==> src/rtl/mem_access_ctrl_if.sv <==
// Single-port data-memory bus between the MEM-stage access controller (master)
// and the data memory (slave).
interface mem_access_ctrl_if #(
  parameter int ADDR_W = 64,
  parameter int DATA_W = 64
);
  logic              mem_req;
  logic              mem_we;
  logic [ADDR_W-1:0] mem_addr;
  logic [DATA_W-1:0] mem_wdata;
  logic [7:0]        mem_wstrb;
  logic              mem_gnt;
  logic              mem_rvalid;
  logic [DATA_W-1:0] mem_rdata;

  modport master (
    output mem_req, mem_we, mem_addr, mem_wdata, mem_wstrb,
    input  mem_gnt, mem_rvalid, mem_rdata
  );

  modport slave (
    input  mem_req, mem_we, mem_addr, mem_wdata, mem_wstrb,
    output mem_gnt, mem_rvalid, mem_rdata
  );
endinterface

==> src/rtl/mem_access_ctrl.sv <==
// MEM-stage load/store sequencer: issues one bus access per memory instruction,
// returns right-aligned load data and stalls the pipeline until the result is ready.
module mem_access_ctrl #(
  parameter int ADDR_W = 64,
  parameter int DATA_W = 64
) (
  input  logic              clk,
  input  logic              rst,
  input  logic              req_valid_i,
  input  logic [6:0]        opcode_i,
  input  logic [2:0]        funct3_i,
  input  logic [ADDR_W-1:0] addr_i,
  input  logic [DATA_W-1:0] store_data_i,
  input  logic              pipe_advance_i,
  input  logic              flush_i,
  mem_access_ctrl_if.master bus,
  output logic              dcache_data_valid_o,
  output logic [DATA_W-1:0] dcache_data_o,
  output logic              misalign_o
);

  localparam logic [6:0] OP_LOAD  = 7'b0000011;
  localparam logic [6:0] OP_STORE = 7'b0100011;

  typedef enum logic [2:0] {IDLE, REQ, WAIT_R, DRAIN, DONE} state_e;

  state_e            state_r, state_s;
  logic              valid_s, misalign_s, issue_s, capture_s;
  logic              is_load_s, is_store_s, is_mem_s, misaligned_s;
  logic [2:0]        lane_s, lane_r;
  logic              req_r, we_r;
  logic [ADDR_W-1:0] addr_r;
  logic [DATA_W-1:0] wdata_r, data_r;
  logic [7:0]        wstrb_r;
  logic              unused_s;

  function automatic logic [7:0] size_strobe(input logic [1:0] size);
    logic [7:0] strb;
    case (size)
      2'd0:    strb = 8'h01;
      2'd1:    strb = 8'h03;
      2'd2:    strb = 8'h0F;
      2'd3:    strb = 8'hFF;
      default: strb = 8'h00;
    endcase
    return strb;
  endfunction

  function automatic logic is_misaligned(input logic [1:0] size, input logic [2:0] lane);
    logic mis;
    case (size)
      2'd0:    mis = 1'b0;
      2'd1:    mis = lane[0];
      2'd2:    mis = |lane[1:0];
      2'd3:    mis = |lane;
      default: mis = 1'b0;
    endcase
    return mis;
  endfunction

  // funct3[2] selects sign/zero extension, which happens downstream.
  assign unused_s     = funct3_i[2];
  assign lane_s       = addr_i[2:0];
  assign is_load_s    = (opcode_i == OP_LOAD);
  assign is_store_s   = (opcode_i == OP_STORE);
  assign is_mem_s     = req_valid_i & (is_load_s | is_store_s);
  assign misaligned_s = is_misaligned(funct3_i[1:0], lane_s);

  // State register.
  always_ff @(posedge clk or posedge rst) begin
    if (rst) begin
      state_r <= IDLE;
    end else begin
      state_r <= state_s;
    end
  end

  // Next-state selection and the combinational MEM-stage handshake.
  always_comb begin
    state_s    = state_r;
    valid_s    = 1'b0;
    misalign_s = 1'b0;
    issue_s    = 1'b0;
    capture_s  = 1'b0;
    case (state_r)
      IDLE: begin
        if (is_mem_s) begin
          if (misaligned_s) begin
            misalign_s = 1'b1;
            valid_s    = 1'b1;
          end else if (flush_i) begin
            valid_s = 1'b1;
          end else begin
            issue_s = 1'b1;
            state_s = REQ;
          end
        end else begin
          valid_s = 1'b1;
        end
      end
      REQ: begin
        // A granted load still owes a response, so a flush must drain it.
        if (flush_i) begin
          state_s = (bus.mem_gnt && !we_r) ? DRAIN : IDLE;
        end else if (bus.mem_gnt) begin
          state_s = we_r ? DONE : WAIT_R;
        end else begin
          state_s = REQ;
        end
      end
      WAIT_R: begin
        if (bus.mem_rvalid) begin
          capture_s = !flush_i;
          state_s   = flush_i ? IDLE : DONE;
        end else if (flush_i) begin
          state_s = DRAIN;
        end else begin
          state_s = WAIT_R;
        end
      end
      DRAIN: begin
        if (bus.mem_rvalid) begin
          state_s = IDLE;
        end else begin
          state_s = DRAIN;
        end
      end
      DONE: begin
        valid_s = 1'b1;
        if (pipe_advance_i || flush_i) begin
          state_s = IDLE;
        end else begin
          state_s = DONE;
        end
      end
      default: begin
        state_s = IDLE;
      end
    endcase
  end

  // Bus fields are captured at issue and held stable for the whole request phase.
  always_ff @(posedge clk or posedge rst) begin
    if (rst) begin
      req_r   <= 1'b0;
      we_r    <= 1'b0;
      addr_r  <= {ADDR_W{1'b0}};
      wdata_r <= {DATA_W{1'b0}};
      wstrb_r <= 8'h00;
      lane_r  <= 3'd0;
    end else if (issue_s) begin
      req_r   <= 1'b1;
      we_r    <= is_store_s;
      addr_r  <= {addr_i[ADDR_W-1:3], 3'b000};
      wdata_r <= store_data_i << {lane_s, 3'b000};
      wstrb_r <= size_strobe(funct3_i[1:0]) << lane_s;
      lane_r  <= lane_s;
    end else if (req_r && (state_s != REQ)) begin
      req_r   <= 1'b0;
      wstrb_r <= 8'h00;
    end
  end

  // Load result register; cleared whenever the controller returns to IDLE.
  always_ff @(posedge clk or posedge rst) begin
    if (rst) begin
      data_r <= {DATA_W{1'b0}};
    end else if (capture_s) begin
      data_r <= bus.mem_rdata >> {lane_r, 3'b000};
    end else if (state_s == IDLE) begin
      data_r <= {DATA_W{1'b0}};
    end
  end

  assign bus.mem_req          = req_r;
  assign bus.mem_we           = we_r;
  assign bus.mem_addr         = addr_r;
  assign bus.mem_wdata        = wdata_r;
  assign bus.mem_wstrb        = wstrb_r;
  assign dcache_data_o        = data_r;
  assign dcache_data_valid_o  = valid_s;
  assign misalign_o           = misalign_s;

endmodule

==> src/flat_wrapper.sv <==
// flat-port wrapper written by rule: the top's interface ports become plain ports
module mem_access_ctrl_flat 
#(
  parameter int ADDR_W = 64,
  parameter int DATA_W = 64
)
  (clk, rst, req_valid_i, opcode_i, funct3_i, addr_i, store_data_i, pipe_advance_i, flush_i, dcache_data_valid_o, dcache_data_o, misalign_o, bus_mem_req, bus_mem_we, bus_mem_addr, bus_mem_wdata, bus_mem_wstrb, bus_mem_gnt, bus_mem_rvalid, bus_mem_rdata);
  mem_access_ctrl_if #(.ADDR_W(ADDR_W), .DATA_W(DATA_W)) bus_i ();
  input  logic clk;
  input  logic rst;
  input  logic req_valid_i;
  input  logic [6:0] opcode_i;
  input  logic [2:0] funct3_i;
  input  logic [ADDR_W-1:0] addr_i;
  input  logic [DATA_W-1:0] store_data_i;
  input  logic pipe_advance_i;
  input  logic flush_i;
  output logic dcache_data_valid_o;
  output logic [DATA_W-1:0] dcache_data_o;
  output logic misalign_o;
  output wire logic [$bits(bus_i.mem_req)-1:0] bus_mem_req;
  output wire logic [$bits(bus_i.mem_we)-1:0] bus_mem_we;
  output wire logic [$bits(bus_i.mem_addr)-1:0] bus_mem_addr;
  output wire logic [$bits(bus_i.mem_wdata)-1:0] bus_mem_wdata;
  output wire logic [$bits(bus_i.mem_wstrb)-1:0] bus_mem_wstrb;
  input wire logic [$bits(bus_i.mem_gnt)-1:0] bus_mem_gnt;
  input wire logic [$bits(bus_i.mem_rvalid)-1:0] bus_mem_rvalid;
  input wire logic [$bits(bus_i.mem_rdata)-1:0] bus_mem_rdata;
  assign bus_mem_req = bus_i.mem_req;
  assign bus_mem_we = bus_i.mem_we;
  assign bus_mem_addr = bus_i.mem_addr;
  assign bus_mem_wdata = bus_i.mem_wdata;
  assign bus_mem_wstrb = bus_i.mem_wstrb;
  assign bus_i.mem_gnt = bus_mem_gnt;
  assign bus_i.mem_rvalid = bus_mem_rvalid;
  assign bus_i.mem_rdata = bus_mem_rdata;
  mem_access_ctrl #(.ADDR_W(ADDR_W), .DATA_W(DATA_W)) u_core (.clk(clk), .rst(rst), .req_valid_i(req_valid_i), .opcode_i(opcode_i), .funct3_i(funct3_i), .addr_i(addr_i), .store_data_i(store_data_i), .pipe_advance_i(pipe_advance_i), .flush_i(flush_i), .bus(bus_i), .dcache_data_valid_o(dcache_data_valid_o), .dcache_data_o(dcache_data_o), .misalign_o(misalign_o));
endmodule
==> config.mk <==
export PLATFORM = sky130hd
export DESIGN_NAME = mem_access_ctrl_flat
export DESIGN_NICKNAME = d
export VERILOG_FILES = /design/src/rtl/mem_access_ctrl_if.sv /design/src/rtl/mem_access_ctrl.sv /design/src/flat_wrapper.sv
export SDC_FILE = /design/constraint.sdc
export NUM_CORES = 1
export LEC_CHECK = 0
export CAP_MARGIN = 10
export CORE_ASPECT_RATIO = 1.4
export CORE_MARGIN = 4
export CORE_UTILIZATION = 32
export CTS_BUF_LIST = sky130_fd_sc_hd__clkbuf_8
export DETAILED_ROUTE_END_ITERATION = 12
export GPL_TIMING_DRIVEN = 0
export PLACE_DENSITY_LB_ADDON = 0.2
export SLEW_MARGIN = 25
export SYNTH_ARGS = -nofsm -noshare
export SYNTH_HDL_FRONTEND = slang
export SYNTH_SLANG_ARGS = --single-unit
==> constraint.sdc <==
create_clock -name clk -period 15.6 [get_ports clk]
set_clock_uncertainty 0.2 [all_clocks]
set_input_delay 3.12 -clock clk [delete_from_list [all_inputs] [get_ports clk]]
set_output_delay 3.12 -clock clk [all_outputs]
set_load 0.05 [all_outputs]
==> run summary <==
Post-route DRC -> 0
final hold slack -> 0.2666 ns
clock power share -> 0.415
row count -> 80
endpoints failing setup -> 0
Final Max Tran Viols -> 0
final setup TNS -> 0 ns
sequential cell area fraction in the yosys report -> 0.4653
Sw Ratio -> 0.3003
part of the cycle the worst path needs -> 0.5439
# clock sinks -> 205
Rel. slew slack -> 0.4060
Wirelength per Cell -> 24.61 microns
status -> completed
R2R Path Start -> u_core.state_r[2]
syn avg cell area -> 9.414 sq um
DR vias/cell -> 5.312
Combinational Power Share -> 0.208
FF-to-FF setup slack -> 12.64 ns
Yosys cell types -> 52
total I/O pin count -> 413
WL final -> 51.71 mm
DR iter-0 viols -> 702
Worst Max-Slew Pin Slew -> 0.8910 ns
maximum vdd drop -> 0.07604 mV
Starting Density -> 0.3239
clk buf depth -> 3
global route overflow -> 0
PortBufs -> 407
TritonRoute pass-1 iters -> 5
H-tree depth -> 2
Primary FF master, synth -> dfrtp_1
pwr dens -> 89.03 mW/mm^2
RSZ-0062 raised after global routing -> no
Setup crit end kind -> primary output
Leakage -> 7.086 nW
Fin. Hold Viols -> 0
Placer Congestion -> 0.9700
FF-to-FF path depth -> 7
Switch Pwr -> 0.0004448 W
CTS Buf Count -> 36
Post-synth EDFFs -> 0
Max Cap Viol -> 0
largest net degree at the start of global routing -> 76
Area growth syn-to-layout -> 50.90%
fmax -> 117.9 MHz
Cells after Synth -> 1171
critical path launch point type -> input pin
Post-CTS Setup Inserts -> 0
flops & latches, synth -> 205
Antenna Nets Post-Route -> 0
vias in the first global route -> 11950
register share of total power -> 0.377
CTS root buffer -> clkbuf_8
CP Launch Point -> opcode_i[2]
crit path kind -> in -> out
initial antenna violation count -> 1
min-delay worst type -> reg -> reg
core footprint -> 0.03403 sq mm
first-pass GRT wire length -> 75.04 mm
crit path to -> misalign_o
post-CTS resize count -> 0
Net count, final -> 1830
commonest non-fill, non-tap cells in the layout -> 407 x clkdlybuf4s50_1, 322 x nand2_1, 205 x dfrtp_1
clk slew on worst S/H paths -> 0.06 ns
Synth async-reset ratio -> 1.000
critical path required time -> 12.28 ns
Crit Path Max Fanout -> 4
Die W -> 164.9 microns
CTS tree -> done
internal power -> 0.001036 W
insertion delay to the later sink of the worst-skew pair -> 0.54 ns
Hold Buf Count CTS -> 0
die height -> 227.6 microns
DP HPWL -> 40.03 mm
DR vias -> 11160
Warnings, synthesis -> 0
FF-to-FF End -> u_core.bus.mem_wdata[63]
full die area -> 0.03753 sq mm
min Tclk post-route -> 8.485 ns
Netlist Area Pre-Place -> 0.01102 sq mm
GRT Util Overall -> 0.2677
commonest non-fill, non-tap cell in the layout -> clkdlybuf4s50_1
CP Data Arrival Time -> 5.17 ns
share of cells above drive strength 1 -> 0.1055
sequential cells by signal, summed over array words and instances (netlist names):
name                  cells
u_core.lane_r             3
u_core.bus.mem_req        1
u_core.dcache_data_o     64
u_core.bus.mem_wstrb      8
u_core.bus.mem_we         1
u_core.state_r            3
u_core.bus.mem_addr      61
u_core.bus.mem_wdata     64
cell type report:
cell class,instances,area [sq um]
buffer,110,509.2
fill,3310,17400
tap,451,564.3
multi-input combinational,855,5394
sequential,205,5130
antenna,1,2.502
inverter,3,18.77
timing repair buffer,410,4134
clock inverter,24,305.3
clock buffer,42,578.1
per-stage QoR:
stage	cell area (sq um)	instances	setup WS [ns]	util	power [W]
floorplan	11030	1173	6.684	-	0.0007237
global placement	15670	2031	3.506	0.4604	0.0008724
detailed placement	15750	2034	7.123	0.4628	0.0008737
CTS	16630	2100	7.130	0.4888	0.001499
global route	16640	2101	6.998	0.4888	0.001537
finish	16640	2101	7.115	0.4888	0.001481
critical path, stage by stage:
cell             delay [ns]
clkdlybuf4s50_1        0.39
and4bb_2               0.32
nand4_1                0.22
nor3_1                 0.27
clkdlybuf4s50_1        0.84
power by group through the flow:
stage / clock [W] / combinational (W) / sequential, W
global route: 0.000654 / 0.000323 / 0.000559
detailed placement: 0 / 0.000307 / 0.000567
floorplan: 0 / 0.000101 / 0.000623
global placement: 0 / 0.000305 / 0.000567
CTS: 0.000633 / 0.000308 / 0.000558
finish: 0.000614 / 0.000309 / 0.000558
routing by layer:
metal,up-vias,part of all wire,track usage
met5,-,0,0
met4,0,0.066,0.1627
met3,149,0.077,0.06044
met2,583,0.50,0.4635
met1,5356,0.36,0.2984
li1,5073,-,-
logic make-up after synthesis:
group,synth area share
simple gates,0.1646
compound gates,0.2008
flops,0.4653
mux,0.1218
buf+inv,0.04721
other cells,0.0003402
how the worst min path moves through the flow:
stage | from | end | slack (ns) | cells past startpoint
final | u_core.bus.mem_wdata[4] | u_core.bus.mem_wdata[4] | 0.27 | 2
after detailed placement | u_core.bus.mem_wdata[4] | u_core.bus.mem_wdata[4] | 0.26 | 2
after floorplan | u_core.state_r[2] | u_core.state_r[1] | 0.36 | 2
after CTS | u_core.bus.mem_wdata[4] | u_core.bus.mem_wdata[4] | 0.28 | 2
after global placement | u_core.bus.mem_wdata[5] | u_core.bus.mem_wdata[5] | 0.25 | 2
after global routing | u_core.bus.mem_addr[42] | u_core.bus.mem_addr[42] | 0.29 | 2
cell usage after synthesis (2+ instances only):
cell / count / area, sq um
buf_2: 44 / 220.2
nor2b_1: 27 / 168.9
a31o_2: 3 / 26.28
nand3_1: 16 / 80.08
mux2_2: 25 / 281.5
o31ai_1: 19 / 142.6
nand3b_1: 9 / 67.56
dfrtp_1: 205 / 5130
nand2b_1: 3 / 18.77
nand2_1: 322 / 1209
a21oi_1: 43 / 215.2
o21ai_0: 34 / 170.2
or3_1: 3 / 18.77
o221ai_1: 8 / 70.07
mux2i_1: 88 / 880.8
or2_2: 2 / 12.51
o211ai_1: 8 / 60.06
a32o_1: 32 / 320.3
mux4_2: 8 / 180.2
a21o_1: 9 / 67.56
a211o_1: 9 / 78.83
a211oi_1: 49 / 367.9
nor2_1: 39 / 146.4
buf_6: 3 / 33.78
o41ai_2: 9 / 146.4
nor3_1: 4 / 20.02
o22ai_1: 33 / 206.5
clkbuf_1: 51 / 191.4
inv_1: 2 / 7.510
o21a_1: 25 / 187.7
buf_1: 7 / 26.28
buf_4: 5 / 37.54
a31oi_1: 8 / 50.05
No activity file was read; power rests on OpenSTA's default activity.
==> RTL change 1 (same flow settings) <==
`ADDR_W` is set to 64 in 3 places; all go to 128.
--- a/src/rtl/mem_access_ctrl_if.sv
+++ b/src/rtl/mem_access_ctrl_if.sv
@@ -2,5 +2,5 @@
 // and the data memory (slave).
 interface mem_access_ctrl_if #(
-  parameter int ADDR_W = 64,
+  parameter int ADDR_W = 128,
   parameter int DATA_W = 64
 );
--- a/src/rtl/mem_access_ctrl.sv
+++ b/src/rtl/mem_access_ctrl.sv
@@ -2,5 +2,5 @@
 // returns right-aligned load data and stalls the pipeline until the result is ready.
 module mem_access_ctrl #(
-  parameter int ADDR_W = 64,
+  parameter int ADDR_W = 128,
   parameter int DATA_W = 64
 ) (
--- a/src/flat_wrapper.sv
+++ b/src/flat_wrapper.sv
@@ -2,5 +2,5 @@
 module mem_access_ctrl_flat 
 #(
-  parameter int ADDR_W = 64,
+  parameter int ADDR_W = 128,
   parameter int DATA_W = 64
 )
Interface: changed (resized addr_i and bus_mem_addr); port bits go from 413 to 541. The function was not compared with the original's and may differ.
==> RTL change 1 against the original RTL <==
  * Via count rose by 22%
  * Wire length rose by 23%
  * Power rose by 23%
  * Design area rose by 24%
  * Sequential cell count rose by 64
  * Critical path type unchanged
  * Largest cell class is now registers
  * Clock power rose by 11%
  * Synthesized cell count rose by 27%
  * Final cell count rose by 26%
  * Count of clock-buffer cells in the layout rose by 20
  * Critical endpoint unchanged
  * Fmax rose by 0.63%
  * Setup slack improved by 53 ps
  * Synthesized area rose by 22%
==> RTL change 1: results <==
metrics = {
    "placement": {
        "dp.cells": 2562,
        "portBuffers": 534,
        "pre_cts_ws_ps": 7180,
        "place.gp.congestion": 0.967,
        "hpwl_um": 50500,
        "dpl_cell_area_sq_um": 19600,
    },
    "clock_network": {
        "post_cts_buffers": 0,
        "cts.repair.resized": 0,
        "numCtsBuffers": 47,
        "clk_path_buf_depth": 3,
        "clk_latency_ps": 590,
        "cts_root_buf": "clkbuf_8",
    },
    "worst_setup_path": {
        "r2r_start": "u_core.lane_r[1]$_DFFE_PP0P_",
        "rrSetupSlack_ps": 12900,
        "max_stage_delay_ps": 820,
        "crit_fanout": 3,
        "worstPathArrival_ps": 5110,
        "setup.worst_path.end": "misalign_o",
        "crit-reg2reg-capture": "u_core.dcache_data_o[29]$_DFFE_PP0P_",
        "startpoint": "opcode_i[2]",
        "cp_slowest_cell": "clkdlybuf4s50_1",
        "r2r_cells": 6,
    },
    "power_and_ir_drop": {
        "p_comb_share_pct": 21.8,
        "p_seq_share_pct": 40.6,
        "power_uw": 1820,
        "leakage_uw": 0.00918,
        "power.switching_uw": 568,
        "p_per_area_nw_per_um2": 88.4,
        "ir_drop_mv": 0.0810,
    },
    "detailed_routing": {
        "drtIter0Drc": 892,
        "dr.pass1.iters": 9,
        "wire_per_inst_um": 23.9,
        "via_count": 13700,
        "wl_um": 63500,
    },
    "timing": {
        "whs_ps": 263,
        "relSlewSlack_pct": 36.8,
        "finalCriticalPeriod_ps": 8430,
    },
    "status": {
        "outcome": "completed",
    },
    "finish": {
        "finalNetCount": 2344,
        "fillers": 3968,
        "largest_reg_flops": 125,
        "drive_above_1_share_pct": 8.16,
    },
    "logic_synthesis": {
        "synth_warnings": 0,
        "synth.distinct_cells": 49,
        "ys_top_cells_by_count": "nand2_1, dfrtp_1, mux2i_1",
        "avgSynthCellArea_sq_um": 9.06,
        "seq_area_frac_synth_pct": 50.1,
        "async_reset_ff_share_pct": 100,
        "muxShareOfSynthArea_pct": 8.49,
        "synth_area_leaders": "dfrtp_1, nand2_1, mux2i_1",
        "synth_fa_ha_area_share_pct": 0,
        "synth-compound-area-share_pct": 15.1,
    },
    "min_path": {
        "whs_endpoint": "u_core.bus.mem_addr[55]$_DFFE_PP0P_",
        "min-delay-start": "u_core.bus.mem_addr[55]$_DFFE_PP0P_",
    },
    "grt": {
        "grt_max_degree": 90,
        "grt_use_total_pct": 26.6,
        "antenna_found_initial": 4,
        "grt_first_pass_wirelength_um": 92000,
    },
}
-- RTL change 1: cell types whose count changed in the layout (fill, tap and decap cells not counted), sizes merged, moves of 15 or more --
cell,change
a21oi,+32
buf,+21
nor2b,+15
nand3b,+16
dfrtp,+64
clkbuf,+17
nor2,+15
clkdlybuf4s50,+127
a211oi,+23
nand2,+189
-- RTL change 1: area by class of cell --
type / count / share of cell area [%]
buffer: 128 / 3.28
tap: 540 / 3.28
multi-input combinational: 1084 / 29.4
inverter: 4 / 0.109
sequential: 269 / 32.7
antenna: 3 / 0.0365
clock buffer: 62 / 4.15
clock inverter: 23 / 0.687
timing repair buffer: 537 / 26.4
-- RTL change 1: worst max-delay path, delay by kind of cell --
family | cells | cell delay (ps)
simple gates | 3 | 780
buf+inv | 2 | 1220
-- RTL change 1: routing by layer --
layer	GRT usage [%]	vias up	routed length [um]
li1	-	6256	-
met1	30.2	6597	23200
met2	47.4	666	32600
met3	5.80	147	4470
met4	12.4	2	3220
met5	0	-	19
==> RTL change 2 (same settings) <==
Without the edit above. Re-encode `state_e` (5 states) as Gray code, 3 bits wide.
--- a/src/rtl/mem_access_ctrl.sv
+++ b/src/rtl/mem_access_ctrl.sv
@@ -23,5 +23,5 @@
   localparam logic [6:0] OP_STORE = 7'b0100011;
 
-  typedef enum logic [2:0] {IDLE, REQ, WAIT_R, DRAIN, DONE} state_e;
+  typedef enum logic [2:0] {IDLE = 3'b000, REQ = 3'b001, WAIT_R = 3'b011, DRAIN = 3'b010, DONE = 3'b110} state_e;
 
   state_e            state_r, state_s;
Check against the original RTL: no difference found for any inputs over 4 cycles, from zero or initial values and one cycle with rst high; so few cycles prove little.
==> RTL change 2 against the original RTL <==
  * Count of clock-buffer cells in the layout up 4
  * Die area shrank 1.8%
  * Synthesized area fell by 1.8%
  * Synthesized cell count shrank 3.8%
  * Power shrank 4.7%
  * Largest power group is now registers
  * Sequential cell count did not move
  * Wire length fell by 7.3%
  * Setup slack got worse by 290 ps
  * Design area shrank 1.7%
==> RTL change 2: results <==
metrics = {
    "finish": {
        "diodes": 0,
        "drive_above_1_share_pct": 9.10,
        "layoutNonFillerInstCount": 2049,
    },
    "placement": {
        "pre_cts_ws_ps": 6860,
        "hpwl_um": 37500,
        "place.gp.congestion": 0.975,
        "dpl_cell_area_sq_um": 15500,
    },
    "worst_setup_path": {
        "r2r_start": "u_core.lane_r[0]$_DFFE_PP0P_",
        "crit-reg2reg-capture": "u_core.dcache_data_o[12]$_DFFE_PP0P_",
        "startpoint": "addr_i[1]",
        "setup.worst_path.end": "dcache_data_valid_o",
        "crit_fanout": 6,
        "worstPathArrival_ps": 5450,
    },
    "power_and_ir_drop": {
        "ir_drop_mv": 0.0566,
        "seq-power_uw": 557,
        "powerClk_uw": 554,
        "swShare_pct": 30.1,
    },
    "timing": {
        "worst_slack_ps": 6830,
        "relSlewSlack_pct": 37.3,
        "whs_ps": 264,
    },
    "status": {
        "outcome": "completed",
    },
    "logic_synthesis": {
        "avgSynthCellArea_sq_um": 9.60,
        "seq_area_frac_synth_pct": 47.4,
        "synth_area_leaders": "dfrtp_1, nand2_1, mux2i_1",
        "ys_top_cells_by_count": "nand2_1, dfrtp_1, mux2i_1",
        "synth.distinct_cells": 47,
    },
    "detailed_routing": {
        "wl_met1_um": 17800,
        "drtIter0Drc": 540,
        "wl_met2_um": 23500,
        "wl_met3_um": 4100,
        "vias_per_cell": 5.24,
    },
    "min_path": {
        "min-delay-start": "u_core.bus.mem_wdata[3]$_DFFE_PP0P_",
        "whs_endpoint": "u_core.bus.mem_wdata[3]$_DFFE_PP0P_",
    },
    "grt": {
        "grt_use_total_pct": 25.3,
        "grt_use_met1_pct": 28.9,
        "grt_max_degree": 91,
        "met3_usage_pct": 7.19,
        "grt_pass1_vias": 11400,
    },
}
-- RTL change 2: cell types whose count changed after synthesis, sizes merged, moves of 11 or more --
cell,before,now
a211oi,50,24
a21oi,44,63
a22o,0,27
a32o,33,0
buf,59,46
mux4,8,21
nand2,322,281
nor2,39,52
nor3,5,22
nor3b,0,11
o21a,25,8
o22ai,33,3
o2bb2ai,0,32
-- RTL change 2: final cells by class --
cell class              count  area [sq um]
clock buffers              46           633
plain buffers              94           413
fillers                  3156         17000
clock inverters            20           171
flip-flops and latches    205          5130
multi-input cells         824          5280
repair buffers            409          4130
well taps                 445           557
inverters                   6          30.0
-- RTL change 2: kinds of logic (layout without fill, tap and decap cells) --
| family | count (synthesis) | in the layout | synth area share (%) |
|---|---|---|---|
| DFF | 205 | 205 | 47.4 |
| and+or+nand+nor | 422 | 422 | 16.7 |
| other | 1 | 3 | 0.0347 |
| AOI/OAI and AO/OA | 275 | 275 | 17.6 |
| buffers and inverters | 100 | 575 | 4.02 |
| muxes | 124 | 124 | 14.2 |
